### config.mk
export PLATFORM = sky130hd
export DESIGN_NAME = bg_scroll_sched
export DESIGN_NICKNAME = d
export VERILOG_FILES = /design/src/rtl/bg_scroll_sched.sv
export SDC_FILE = /design/constraint.sdc
export NUM_CORES = 1
export LEC_CHECK = 0
export ABC_AREA = 1
export CORE_MARGIN = 8
export CORE_UTILIZATION = 45
export DETAILED_ROUTE_END_ITERATION = 10
export GPL_TIMING_DRIVEN = 0
export PLACE_DENSITY = 0.75
export SYNTH_ARGS = -nofsm -noshare
export SYNTH_HDL_FRONTEND = slang
export SYNTH_SLANG_ARGS = --single-unit
### constraint.sdc
create_clock -name pix_clk -period 6.58 [get_ports pix_clk]
set_input_delay 1.974 -clock pix_clk [delete_from_list [all_inputs] [get_ports pix_clk]]
set_output_delay 1.974 -clock pix_clk [all_outputs]
set_load 0.005 [all_outputs]
### src/rtl/bg_scroll_sched.sv
// bg_scroll_sched: frame-synchronous scroll offset / mirror phase sequencer for the background bitgen
module bg_scroll_sched #(
  parameter int          BG_WIDTH       = 180,
  parameter logic [25:0] DEFAULT_PERIOD = 26'd1600000,
  parameter int          V_ACTIVE       = 480
) (
  input  logic        pix_clk,
  input  logic        rst,
  input  logic [9:0]  hcount,
  input  logic [9:0]  vcount,
  input  logic        dir,
  input  logic        cmd_valid,
  output logic        cmd_ready,
  input  logic [1:0]  cmd_op,
  input  logic [25:0] cmd_data,
  output logic [15:0] scroll_offset,
  output logic        flip_phase,
  output logic        frame_tick,
  output logic        running
);
  typedef enum logic {RUN, PAUSED} state_t;
  localparam logic [1:0]  OP_SET_PERIOD = 2'b00;
  localparam logic [1:0]  OP_PAUSE      = 2'b01;
  localparam logic [1:0]  OP_RESUME     = 2'b10;
  localparam logic [1:0]  OP_RESET_POS  = 2'b11;
  localparam logic [16:0] W             = 17'(BG_WIDTH);
  localparam logic [15:0] P_MAX         = 16'(BG_WIDTH - 1);
  state_t      state, state_nx;
  logic        cond, cond_q, fb, tick, accept, apply, wrap_up, wrap_dn, flip_nx;
  logic [25:0] period, period_nx, count, count_nx, sh_data;
  logic [15:0] pending, pending_nx, offset_nx;
  logic [16:0] sum;
  logic        sh_valid;
  logic [1:0]  sh_op;
  assign cond      = vcount == 10'(V_ACTIVE) && hcount == '0;
  assign fb        = cond & ~cond_q;
  assign tick      = state == RUN && count == period - 26'd1;
  assign cmd_ready = ~sh_valid;
  assign running   = state == RUN;
  assign accept    = cmd_valid & cmd_ready;
  assign apply     = fb & sh_valid;
  assign sum       = {1'b0, scroll_offset} + {1'b0, pending};
  assign wrap_up   = sum >= W;
  assign wrap_dn   = pending > scroll_offset;
  always_comb begin
    state_nx   = state;
    period_nx  = period;
    count_nx   = tick ? '0 : (state == RUN ? count + 26'd1 : count);
    pending_nx = tick ? (pending == P_MAX ? pending : pending + 16'd1) : pending;
    offset_nx  = scroll_offset;
    flip_nx    = flip_phase;
    if (fb) begin
      // a tick landing on the boundary cycle is credited to the next frame
      pending_nx = {15'd0, tick};
      offset_nx  = dir ? (wrap_dn ? 16'({1'b0, scroll_offset} + W - {1'b0, pending}) : scroll_offset - pending)
                       : (wrap_up ? 16'(sum - W) : sum[15:0]);
      flip_nx    = flip_phase ^ (dir ? wrap_dn : wrap_up);
    end
    if (apply) begin
      if (sh_op == OP_SET_PERIOD && sh_data != '0) begin
        period_nx = sh_data;
        count_nx  = '0;
      end
      state_nx = sh_op == OP_PAUSE ? PAUSED : (sh_op == OP_RESUME ? RUN : state);
      if (sh_op == OP_RESET_POS) begin
        offset_nx = '0;
        flip_nx   = 1'b0;
        count_nx  = '0;
      end
    end
  end
  always_ff @(posedge pix_clk or posedge rst) begin
    if (rst) begin
      state         <= RUN;
      cond_q        <= 1'b0;
      frame_tick    <= 1'b0;
      period        <= DEFAULT_PERIOD;
      count         <= '0;
      pending       <= '0;
      scroll_offset <= '0;
      flip_phase    <= 1'b0;
      sh_valid      <= 1'b0;
      sh_op         <= '0;
      sh_data       <= '0;
    end else begin
      state         <= state_nx;
      cond_q        <= cond;
      frame_tick    <= fb;
      period        <= period_nx;
      count         <= count_nx;
      pending       <= pending_nx;
      scroll_offset <= offset_nx;
      flip_phase    <= flip_nx;
      sh_valid      <= accept | (sh_valid & ~fb);
      if (accept) begin
        sh_op   <= cmd_op;
        sh_data <= cmd_data;
      end
    end
  end
endmodule
Yosys cells after proc, flatten, opt, wreduce, memory -nomap -nowiden
Index checks and enable logic that the tools add are counted.
{"block": "totals", "reg_bits": 117, "inputBits": 52, "output_inout_bits": 20}
{"block": "op_classes", "add_sub_neg": 8, "order_cmp": 2, "eq_ne": 7, "n_mux": 20, "n_bitwise": 10, "reduce_logical": 11}
{"cell": "$mux W16", "n": 9}
{"cell": "$mux W26", "n": 5}
{"cell": "$sub A16 B16 Y16", "n": 2}
{"cell": "$add A26 B1 Y26 const B", "n": 1}
{"cell": "$eq A26 B26 Y1", "n": 1}
{"cell": "$reduce_bool A26 Y1", "n": 1}
{"cell": "$sub A26 B1 Y26 const B", "n": 1}
{"cell": "$add A16 B16 Y17", "n": 1}
{"cell": "$ge A17 B8 Y1 const B", "n": 1}
{"cell": "$add A16 B1 Y16 const B", "n": 1}
{"cell": "$add A16 B8 Y16 const B", "n": 1}
{"cell": "$eq A16 B8 Y1 const B", "n": 1}
{"cell": "$gt A16 B16 Y1", "n": 1}
{"cell": "$sub A16 B8 Y16 const B", "n": 1}
{"cell": "$eq A10 B9 Y1 const B", "n": 1}
{"cell": "$logic_not A10 Y1", "n": 1}
{"cell": "$mux W1", "n": 6}
{"cell": "$reduce_and A2 Y1", "n": 3}
{"cell": "$and A1 B1 Y1", "n": 4}
{"cell": "$eq A2 B2 Y1 const B", "n": 2}
{"cell": "$not A1 Y1", "n": 4}
{"cell": "$reduce_bool A2 Y1", "n": 2}
{"cell": "$logic_and A1 B1 Y1", "n": 3}
{"cell": "$eq A2 B1 Y1 const B", "n": 1}
{"cell": "4 further kinds", "n": 4}

Depth between registers and ports, before layout
Gate-level depths: netlist (run 1).
{"block": "logic_depth", "ltp_word": 7, "depth_mapped": 23, "ltp_nobuf": 21}

Worst setup path before layout (run 1)
Ideal clock, no wire load.
{"block": "synth_path", "kind": "input-to-reg", "startpoint": "input vcount[0]", "endpoint": "register period[15]", "arrival_time_ns": 3.508, "t_required_ns": 6.455, "slack_ns": 2.948, "stages": 8, "path_buffers": 1, "cell_sequence": "nor2_1 nand3_1 nor4_1 nand4_1 nor2_1 nand2_1 buf_2 mux2_2"}
{"block": "synth_via", "elab_chain_len": 5}
{"element": "from (decl)", "line": "10", "rtl": "input logic [9:0] vcount,"}
{"element": "$eq A10 B9 Y1", "line": "35", "rtl": "assign cond = vcount == 10'(V_ACTIVE) && hcount == '0;"}
{"element": "$logic_and A1 B1 Y1", "line": "35"}
{"element": "$and A1 B1 Y1", "line": "36", "rtl": "assign fb = cond & ~cond_q;"}
{"element": "$and A1 B1 Y1", "line": "41", "rtl": "assign apply = fb & sh_valid;"}
{"element": "$reduce_and A2 Y1 (no source line)"}
{"element": "to (signal assigned)", "line": "89", "rtl": "period <= period_nx;"}
{"element": "to (decl)", "line": "30", "rtl": "logic [25:0] period, period_nx, count, count_nx, sh_data;"}
Every way passes these cells.
A chain may end at the register's enable or synchronous reset.

Worst setup path in the final report (run 1)
{"block": "layout_path", "startpoint": "input vcount[0]", "endpoint": "register scroll_offset[12]"}
{"block": "layout_via", "elab_chain_len": 6}
{"element": "$eq A10 B9 Y1 (*)", "line": "35"}
{"element": "$logic_and A1 B1 Y1 (*)", "line": "35"}
{"element": "$and A1 B1 Y1 (*)", "line": "36"}
{"element": "$mux W16", "line": "52", "rtl": "if (fb) begin"}
{"element": "$mux W16", "line": "65", "rtl": "if (sh_op == OP_RESET_POS) begin"}
{"element": "$mux W16 (*)", "line": "59", "rtl": "if (apply) begin"}
{"element": "net offset_nx[12]", "line": "31", "rtl": "logic [15:0] pending, pending_nx, offset_nx;"}
{"element": "to (signal assigned)", "line": "92", "rtl": "scroll_offset <= offset_nx;"}
{"element": "to (decl)", "line": "16", "rtl": "output logic [15:0] scroll_offset,"}
The timed path passes the listed nets; every way through them passes the cells marked *.

==> results of run 1 <==
-- cell type report --
class                   count  area [µm²]
fillers                  2083       10130
multi-input cells        1027        6003
flip-flops and latches    117        2935
repair buffers             72       738.2
inverters                 189       715.7
clock buffers              17       425.4
well taps                 280       350.3
clock inverters            15       177.7
plain buffers              28       143.9
-- worst max path at each step --
stage	end	slack, ns	depth (start not counted)
6_report	scroll_offset[12]	2.18	13
5_1_grt	scroll_offset[12]	1.84	13
4_1_cts	scroll_offset[12]	2.17	13
3_5_place_dp	scroll_offset[12]	1.73	13
3_3_place_gp	count[24]	-0.24	2
2_1_floorplan	cond_q	1.52	1
-- Yosys cell counts, drive strengths merged, types with 6 or more instances --
cell / instances / area (µm²)
a21oi: 77 / 411.7
a31oi: 7 / 43.79
buf: 20 / 112.6
clkbuf: 8 / 31.28
dfrtp: 111 / 2778
dfstp: 6 / 157.7
fa: 12 / 240.2
ha: 56 / 700.7
inv: 185 / 694.4
mux2: 37 / 416.7
nand2: 302 / 1146
nand3: 136 / 700.7
nand4: 28 / 181.4
nor2: 153 / 619.3
nor3: 31 / 165.2
nor4: 19 / 118.9
o21ai: 50 / 250.2
xnor2: 19 / 166.4
xor2: 73 / 639.4
-- per-layer routing --
metal	track usage, %	part of all wire [%]
met3	4.284	7.4
met5	0	0
met1	29.90	46
met4	7.355	2.1
met2	33.56	45
-- registers in the layout (all words and copies together), names as in the netlist --
register,flops
frame_tick,1
state,1
cond_q,1
period,26
pending,16
flip_phase,1
sh_data,26
count,26
sh_op,2
scroll_offset,16
sh_valid,1
-- stage by stage --
step | setup TNS (ns) | utilization (%)
global route | 0 | 53.14
detailed placement | 0 | 50.35
floorplan | 0 | -
finish | 0 | 53.14
CTS | 0 | 53.14
global placement | -25.91 | 50.20
-- report_power, final --
group,leakage [nW],internal (W),switching (W),total (W)
Clock,0.290,0.000544,0.000422,0.000966
Sequential,1.48,0.000719,0.000000113,0.000720
Combinational,4.09,0.0000326,0.0000308,0.0000634
Total,5.86,0.00130,0.000452,0.00175
-- logic make-up after synthesis --
family | Yosys count | synth area share, %
flops | 117 | 29.97
fa+ha+maj | 68 | 9.608
simple gates | 677 | 30.56
compound gates | 153 | 8.650
mux | 37 | 4.255
buf+inv | 217 | 8.726
xor+xnor | 92 | 8.228
-- worst reg2reg max path: cells and delay by family, from the launching register on --
kind	cells	cell delay, ns
AOI/OAI and AO/OA	2	0.40
adders and majority gates	1	0.36
buffers and inverters	5	0.85
DFF	1	0.46
and+or+nand+nor	8	1.38
==> impl_results.md, run 1 <==
- Status: complete, no violations
- Reg2reg path depth: 16
- Commonest non-fill, non-tap cell in the layout: nand2_1
- Die Width: between 150 and 200 µm
- Hold EP: sh_data[25]
- Final worst slack: 2.183 ns
- DRT iter0 DRCs: about 800
- Ys flop type: dfrtp_1
- Initial antenna violation count: 0
- Layout Nets: approximately 1600
- Later-pin clock latency in the skew report: about 0.43 ns
- Reg-to-reg slack, setup: between 3 and 4 ns
- Total gr overflow: 0
- Most frequent cell on the critical path: nor2_1
- HPWL Detailed: 22440 µm
- Cell Pwr Density: 152.2 nW/µm²
- CTS resizes: 0
- Worst vdd ir: 0.1691 mV
- Clock buffer depth: 2
- Synth warn: 0
- First-pass GRT wire length: ~46000 µm
- Via count: a little over 9000
- Cell Rows: 54
- Die area: 26740 µm²
- ANT cells: 0
- # hold bufs at CTS: 0
- Synth cell types: 48
- Placement-stage worst setup slack: between 1.5 and 2 ns
- Placed cell count: 1713
- CP startpoint: vcount[0]
- Worst-path cell chain: clkdlybuf4s50_1 > nor2_1 > nand3_1 > nor4_1 > nand2_1 > nor2_1 > inv_1 > nor2_1 > inv_1 > nor2_1 > inv_1 > o21ai_0 > a21oi_1
- Syn_area_per_cell: about 7.2 µm²
- CTS Root Cell: clkbuf_16
- Finished Layout Cells: approximately 1700
- Initial Util: a little under half
- Share of layout cells above drive strength 1: 9.147%
- Finished Cell Area: about 11000 µm²
- Hold WC Path Type: flip-flop to flip-flop
- CP arrival: 4.65 ns
- GPL Wtd Cong: roughly 0.92
- Fin crit share: approximately two thirds
- Io pins: 72
- CP Buf/Inv Count: 4
- Post-CTS Setup Inserts: 0
- Critical path's largest stage delay: 0.40 ns
- Max Cap Viol: 0
- Vias in the first global route: roughly 9100
- Crit path time final: 4.397 ns
- Kind of critical path: input pin to flip-flop
- Synthesized area: approximately 10000 µm²
- Post-route ant nets: 0
- Skew final: around 0.021 ns
- Post-synth net total: 1481
- Post-route DRC: 0
- CTS tree: yes
- Least-Margin Pin Slew: 0.7503 ns
- Slowest-stage cell, CP: clkdlybuf4s50_1
- Number of synthesized flops with an enable pin: 0
- Largest net degree at the start of global routing: 92
- GRT Overall Usage: roughly 22%
- # setup viols final: 0
- Startpoint Class: input pin
- Max Fanout on Critical Path: 7
- WHS: ~0.53 ns
- Die H: ~160 µm
- Slew HR: around 50%
- Worst hold path depth: 2
- Final Hold Viols: 0
- Unrepaired setup endpoints after global routing: false
- Synth async-reset ratio: 100.0%
- Min-delay src: sh_data[25]
- Req. time, crit path: around 6.8 ns
- Drt via density: around 5.4
- Clock slew at reported path FFs: about 0.070 ns
- Initial DRT Pass Iterations: 6
- Number of synthesized register bits: between 100 and 150
- Delay-heaviest family, CP: simple AND/OR/NAND/NOR gates
- Nature of the critical path endpoint: flip-flop
- Fin. max-slew vios: 0
- Area added between synthesis and finish: 17.32%
- H-tree levels: 4
- Max frequency: 227.4 MHz
- R2R Path End: scroll_offset[8]
- Core Area: between 20000 and 25000 µm²
- Worst r2r src: pending[8]
- Tot Pwr: 0.001749 W
- Area after DPL: approximately 11000 µm²
- TritonCTS Sinks: between 100 and 150
- Gate Count Post-Synth: between 1000 and 1500
- Static Leak: approximately 5.9 nW
- DRT Wirelength: 28510 µm
- Total CTS buffers: 17
- Commonest cells after routing, fill and taps aside: nand2_1 (297), inv_1 (179), nor2_1 (141)
- Register area share after synthesis: 29.97%
- Buffers added on ports: slightly above 70
- WL per Instance: roughly 16 µm
(Power assumes the default switching activity.)
==> run 2, diff against run 1 <==
Settings changed: PLACE_DENSITY 0.75 to 0.77.
Clock period 6.58 ns to 3.8 ns, I/O delays scaled along.
==> run 2 against run 1 <==
  * Register-to-register slack got worse by 2.7 ns
  * Critical path depth increased by 3
  * Clock-buffer cell count did not move
  * Worst hold slack improved by 0.0035 ns
  * Total power is 70% higher
  * Die area did not move
  * Worst setup slack worse by 1.9 ns
  * Sequential power increased by 74%
  * First-iteration DRC count decreased by 26%
  * Critical path type is now flip-flop to flip-flop
  * Largest power group unchanged
==> impl_results.md, run 2 (synthesis results as in run 1) <==
- Total CTS buffers: 17 (unchanged)
- Top flop regs: count: 26 flops, period: 26 flops, sh_data: 26 flops
- ANT cells: 0 (unchanged)
- Initial antenna violation count: 0 (unchanged)
- Most frequent cell on the critical path: nand3_1
- Commonest non-fill, non-tap cell in the layout: nand2_1
- Psw: 0.0007423 W (+64%)
- Fin. max-slew vios: 0 (unchanged)
- Total gr overflow: 0 (unchanged)
- Min-delay src: sh_data[25]
- First-pass GRT wire length: 46210 µm (-0.43%)
- Finished Layout Cells: 1746 (+0.057%)
- Initial Util: 45.30% (unchanged)
- GRT busiest layer: met2
- Met3 Usage GRT: 4.839% (+0.55 points)
- Kind of critical path: flip-flop to flip-flop
- Placed cell count: 1714 (+0.058%)
- Least-Margin Pin Slew: 0.8834 ns (+0.1332 ns)
- Critical path's largest stage delay: 0.50 ns (+0.10 ns)
- Clock buffer depth: 2 (unchanged)
- Hold WC Path Type: flip-flop to flip-flop
- Area added between synthesis and finish: 17.31% (about the same)
- Max frequency: around 280 MHz
- Vias in the first global route: 9240 (+1.7%)
- Req. time, crit path: 4.10 ns (-2.74 ns)
- GR met2 Demand/Resource: 33.26% (-0.30 points)
- Status: complete, no violations
- Reg2reg path depth: 16 (unchanged)
- CTS tree: yes
- GRT Overall Usage: 21.46% (-0.29 points)
- Met1 usage: 29.22% (-0.68 points)
- CP arrival: 3.82 ns (-0.83 ns)
- GPL Wtd Cong: 0.9256 (+0.41%)
- Drt via density: 5.440 (+1.4%)
- Commonest cells after routing, fill and taps aside: nand2_1 (297), inv_1 (179), nor2_1 (141)
- Placement-stage worst setup slack: -0.1536 ns (-1.879 ns)
- Cell Pwr Density: 259.0 nW/µm² (+70%)
- Skew final: 0.01206 ns (-0.008900 ns)
- # hold bufs at CTS: 0 (unchanged)
- DRT iter0 DRCs: 589 (-26%)
- Die H: 163.5 µm (unchanged)
- Worst vdd ir: 0.3217 mV (+90%)
- Clock slew at reported path FFs: 0.06 ns (about the same)
- Internal power: 0.002233 W (+72%)
- Final worst slack: 0.2859 ns (-1.897 ns)
- Later-pin clock latency in the skew report: 0.43 ns (about the same)
- Io pins: 72 (unchanged)
- TritonCTS Sinks: 117 (unchanged)
- Hold EP: sh_data[25]
- Post-route ant nets: 0 (unchanged)
- Post-route DRC: 0 (unchanged)
- Die area: 26740 µm² (unchanged)
- Final Hold Viols: 0 (unchanged)
- Initial DRT Pass Iterations: 6 (unchanged)
- # setup viols final: 0 (unchanged)
- Nature of the critical path endpoint: flip-flop
- Worst-path cell chain: inv_1 > ha_1 > buf_2 > inv_1 > nor3_1 > nand3_1 > nand3_1 > nand3_1 > nand2_1 > nand3_1 > nand2_1 > inv_1 > buf_2 > nand2_1 > o211ai_1 > a31oi_1
- Die Width: 163.5 µm (unchanged)
- HPWL Detailed: 22570 µm (+0.59%)
- Buffers added on ports: 71 (unchanged)
- Sequential power share: 41.9% (+0.7 points)
- Via count: 9498 (+1.5%)
- Cell Rows: 54 (unchanged)
- Comb pwr share: 3.7% (about the same)
- Share of layout cells above drive strength 1: 9.277% (+0.13 points)
- Crit path time final: around 3.5 ns
- Worst r2r src: pending[9]
- WL per Instance: 16.22 µm (-0.71%)
- Slew HR: 40.98% (-9.0 points)
- Core Area: 21620 µm² (unchanged)
- Unrepaired setup endpoints after global routing: false
- R2R Path End: scroll_offset[8]
- Fin crit share: roughly 92%
- Worst hold path depth: 2 (unchanged)
- Post-CTS Setup Inserts: 0 (unchanged)
- Slowest-stage cell, CP: dfrtp_1
- H-tree levels: 4 (unchanged)
- Reg-to-reg slack, setup: 0.29 ns (-2.72 ns)
- Clock network power share: 54.4% (-0.8 points)
- CTS Root Cell: clkbuf_16
- Sw Share: 24.95% (-0.92 points)
- Max Fanout on Critical Path: 10 (+3)
- Static Leak: 5.860 nW (about the same)
- Startpoint Class: flip-flop
- Layout Nets: 1573 (+0.064%)
- Largest net degree at the start of global routing: 43 (-53%)
- DRT Wirelength: 28320 µm (-0.66%)
- Max Cap Viol: 0 (unchanged)
[run 2: power groups by stage]
| stage | clock network (W) | logic (W) | registers [W] |
|---|---|---|---|
| 5_1_grt | 0.00169 | 0.000123 | 0.00125 |
| 4_1_cts | 0.00164 | 0.000112 | 0.00125 |
| 6_report | 0.00162 | 0.000111 | 0.00125 |
| 3_5_place_dp | 0 | 0.000112 | 0.00127 |
| 3_3_place_gp | 0 | 0.000106 | 0.00127 |
| 2_1_floorplan | 0 | 0.0000374 | 0.00127 |
[run 2: worst max path at each step]
| stage | cells after the start | start | slack, ns | endpoint |
|---|---|---|---|---|
| after floorplan | 8 | vcount[0] | 1.00 | period[15] |
| after global placement | 10 | vcount[0] | -0.12 | count[23] |
| after detailed placement | 10 | vcount[0] | -0.15 | period[8] |
| after CTS | 10 | vcount[0] | 0.24 | period[10] |
| after global routing | 16 | pending[9] | 0.05 | scroll_offset[8] |
| final | 16 | pending[9] | 0.29 | scroll_offset[8] |
[run 2: metal layers]
metal  routed length, µm  part of all wire (%)  vias up
li1                    -                     -     4616
met1               13000                    46     4501
met2               12560                    44      338
met3                2183                   7.7       43
met4                 578                   2.0        0
met5                   0                     0        -
[run 2: repair_timing]
action,4_1_cts,5_1_grt
gates resized for setup,0,1
endpoints found under the setup margin,0,35
endpoints found under the hold margin,0,0
[run 2: final cells by class]
class	instances	area, µm²
fillers	2100	10130
multi-input cells	1027	6010
flip-flops and latches	117	2935
repair buffers	73	750.7
inverters	189	714.4
clock buffers	17	425.4
well taps	280	350.3
clock inverters	15	158.9
plain buffers	28	143.9
[run 2: metrics by stage]
stage	total power, W	setup TNS, ns	hold WS [ns]	instance area [µm²]	utilization (%)
final	0.002975	0	0.5344	11490	53.14
after global routing	0.003056	0	0.5584	11490	53.14
after floorplan	0.001307	0	0.4719	9797	-
after detailed placement	0.001381	-4.967	0.5203	10900	50.41
after global placement	0.001375	-4.332	0.5049	10860	50.22
after CTS	0.002996	0	0.5369	11480	53.11
[run 2: critical path: cells and delay by family (launching register included)]
kind | cells | cell delay [ns]
buffers and inverters | 5 | 0.84
flip-flops | 1 | 0.50
AO/OA/AOI/OAI | 2 | 0.38
AND/OR/NAND/NOR | 8 | 1.36
adder cells (fa/ha/maj) | 1 | 0.32
==> run 3, diff against run 2 <==
Settings changed: CORE_UTILIZATION 45 to 40, PLACE_DENSITY 0.77 to 0.71.
==> run 3 against run 2 <==
  * Combinational power is essentially flat
  * Global-route usage fell by 1.7 points
  * Critical path depth down 1
  * Critical endpoint unchanged
  * Largest cell class unchanged
==> impl_results.md, run 3 (synthesis results as in run 1) <==
- Clock network power share: 54.0% (-0.4 points)
- DRT iter0 DRCs: 701 (+19%)
- Worst vdd ir: 0.2292 mV (-29%)
- Final Hold Viols: 0 (unchanged)
- Max frequency: 293.3 MHz (+3.1%)
- Hold WC Path Type: flip-flop to flip-flop
- GRT Overall Usage: 19.77% (-1.7 points)
- Worst r2r src: pending[9]
- ANT cells: 0 (unchanged)
- CP startpoint: pending[9]
- Fin crit share: 89.72% (-2.8 points)
- First-pass GRT wire length: 46400 µm (+0.42%)
- CP arrival: 3.69 ns (-0.13 ns)
- Sw Share: 26.34% (+1.4 points)
- DRT Wirelength: 28400 µm (+0.26%)
- H-tree levels: 4 (unchanged)
- Max Fanout on Critical Path: 10 (unchanged)
- HPWL Detailed: 22730 µm (+0.73%)
- Die Width: 172.5 µm (+5.5%)
- Critical path's largest stage delay: 0.48 ns (-0.02 ns)
- Total CTS buffers: 17 (unchanged)
- Crit path time final: 3.409 ns (-0.1049 ns)
- Share of layout cells above drive strength 1: 9.462% (+0.19 points)
- Unrepaired setup endpoints after global routing: false
- Psw: 0.0007783 W (+4.8%)
- Vias in the first global route: 9149 (-0.98%)
- Die H: 172.5 µm (+5.5%)
- Layout Nets: 1576 (+0.19%)
- Io pins: 72 (unchanged)
- Clock slew at reported path FFs: 0.07 ns (about the same)
- CTS Root Cell: clkbuf_16
- Most frequent cell on the critical path: nand3_1
- GPL Wtd Cong: 0.9403 (+1.6%)
- Req. time, crit path: 4.08 ns (-0.02 ns)
- Worst hold path depth: 2 (unchanged)
- Fin. max-slew vios: 0 (unchanged)
- Reg-to-reg slack, setup: 0.39 ns (+0.10 ns)
- Comb pwr share: 3.9% (+0.2 points)
- # hold bufs at CTS: 0 (unchanged)
- Internal power: 0.002177 W (-2.5%)
- Startpoint Class: flip-flop
- Via count: 9349 (-1.6%)
- Status: complete, no violations
- Post-route DRC: 0 (unchanged)
- Drt via density: 5.214 (-4.1%)
- Min-delay src: sh_data[24]
- Slew HR: 52.63% (+12 points)
- # setup viols final: 0 (unchanged)
- Largest net degree at the start of global routing: 39 (-9.3%)
- R2R Path End: scroll_offset[8]
- Cell Pwr Density: 255.4 nW/µm² (-1.4%)
- Initial DRT Pass Iterations: 5 (-1)
- Final core utilization: 47.87% (-5.3 points)
- Commonest cells after routing, fill and taps aside: nand2_1 (297), inv_1 (179), nor2_1 (140)
- Later-pin clock latency in the skew report: 0.44 ns (about the same)
- Post-route ant nets: 0 (unchanged)
- Area added between synthesis and finish: 18.17%
- Slowest-stage cell, CP: dfrtp_1
- Skew final: 0.01350 ns (+0.001433 ns)
- Nature of the critical path endpoint: flip-flop
- Max Cap Viol: 0 (unchanged)
- WL per Instance: 15.84 µm (-2.4%)
- Die area: 29750 µm² (+11%)
- Placed cell count: 1759 (+2.6%)
- Total gr overflow: 0 (unchanged)
- Buffers added on ports: 71 (unchanged)
- Top flop regs: count: 26 flops, period: 26 flops, sh_data: 26 flops
- Cell Rows: 57 (+5.6%)
- Reg2reg path depth: 15 (-1)
- Initial Util: 40.51% (-4.8 points)
- Initial antenna violation count: 0 (unchanged)
- Clock buffer depth: 2 (unchanged)
- Commonest non-fill, non-tap cell in the layout: nand2_1
- Kind of critical path: flip-flop to flip-flop
- Least-Margin Pin Slew: 0.7106 ns (-0.1729 ns)
- TritonCTS Sinks: 117 (unchanged)
- Sequential power share: 42.2% (+0.3 points)
- Hold EP: sh_data[24]
- Static Leak: 5.870 nW (+0.18%)
- Worst-path cell chain: inv_1 > ha_1 > buf_2 > inv_1 > nor3_1 > nand3_1 > nand3_1 > nand3_1 > nand2_1 > nand3_1 > nand2_1 > inv_1 > buf_2 > o211ai_1 > a31oi_1
- Core Area: 24180 µm² (+12%)
- CTS tree: yes
- Finished Layout Cells: 1793 (+2.7%)
-- run 3: through the flow --
stage	instance area (µm²)	total power (W)	setup TNS, ns	hold WS, ns	setup WS (ns)
floorplan	9797	0.001307	0	0.4719	1.002
global placement	10910	0.001377	-4.064	0.5024	-0.1787
detailed placement	10970	0.001385	-3.987	0.5140	-0.1902
CTS	11550	0.002973	0	0.5296	0.2602
global route	11570	0.003040	0	0.5533	0.04134
finish	11570	0.002955	0	0.5239	0.3907
-- run 3: repair_timing --
action	4_1_cts	5_1_grt
endpoints found under the setup margin	0	36
resized for setup	0	1
buffers inserted	0	2
-- run 3: critical path: cells and delay by family, from the launching register on --
kind | cells | cell delay [ns]
fa+ha+maj | 1 | 0.32
buf+inv | 5 | 0.87
simple gates | 7 | 1.13
compound gates | 2 | 0.45
flops | 1 | 0.48
-- run 3: how the worst max path moves through the flow --
stage	end	slack [ns]	depth (start not counted)
CTS	scroll_offset[5]	0.26	13
global placement	scroll_offset[4]	-0.18	13
finish	scroll_offset[8]	0.39	15
global route	scroll_offset[5]	0.04	13
floorplan	period[15]	1.00	8
detailed placement	scroll_offset[5]	-0.19	13
-- run 3: per-layer routing --
layer	global-route usage [%]	vias up	wire [µm]
li1	-	4633	-
met1	26.90	4368	13240
met2	31.57	309	12830
met3	3.858	39	1885
met4	5.285	0	434
met5	0	-	0
-- run 3: cell type report --
| class | count | area [µm²] |
|---|---|---|
| Clock inverter | 15 | 156.4 |
| Sequential cell | 117 | 2935 |
| Clock buffer | 17 | 425.4 |
| Multi-Input combinational cell | 1027 | 6006 |
| Tap cell | 324 | 405.4 |
| Inverter | 189 | 714.4 |
| Fill cell | 2405 | 12600 |
| Buffer | 28 | 143.9 |
| Timing Repair Buffer | 76 | 785.8 |
-- run 3: power groups by stage --
stage	clock network, W	logic, W	registers (W)
after CTS	0.00161	0.000116	0.00125
after global placement	0	0.000107	0.00127
after floorplan	0	0.0000374	0.00127
after global routing	0.00167	0.000127	0.00125
after detailed placement	0	0.000116	0.00127
final	0.00160	0.000114	0.00125
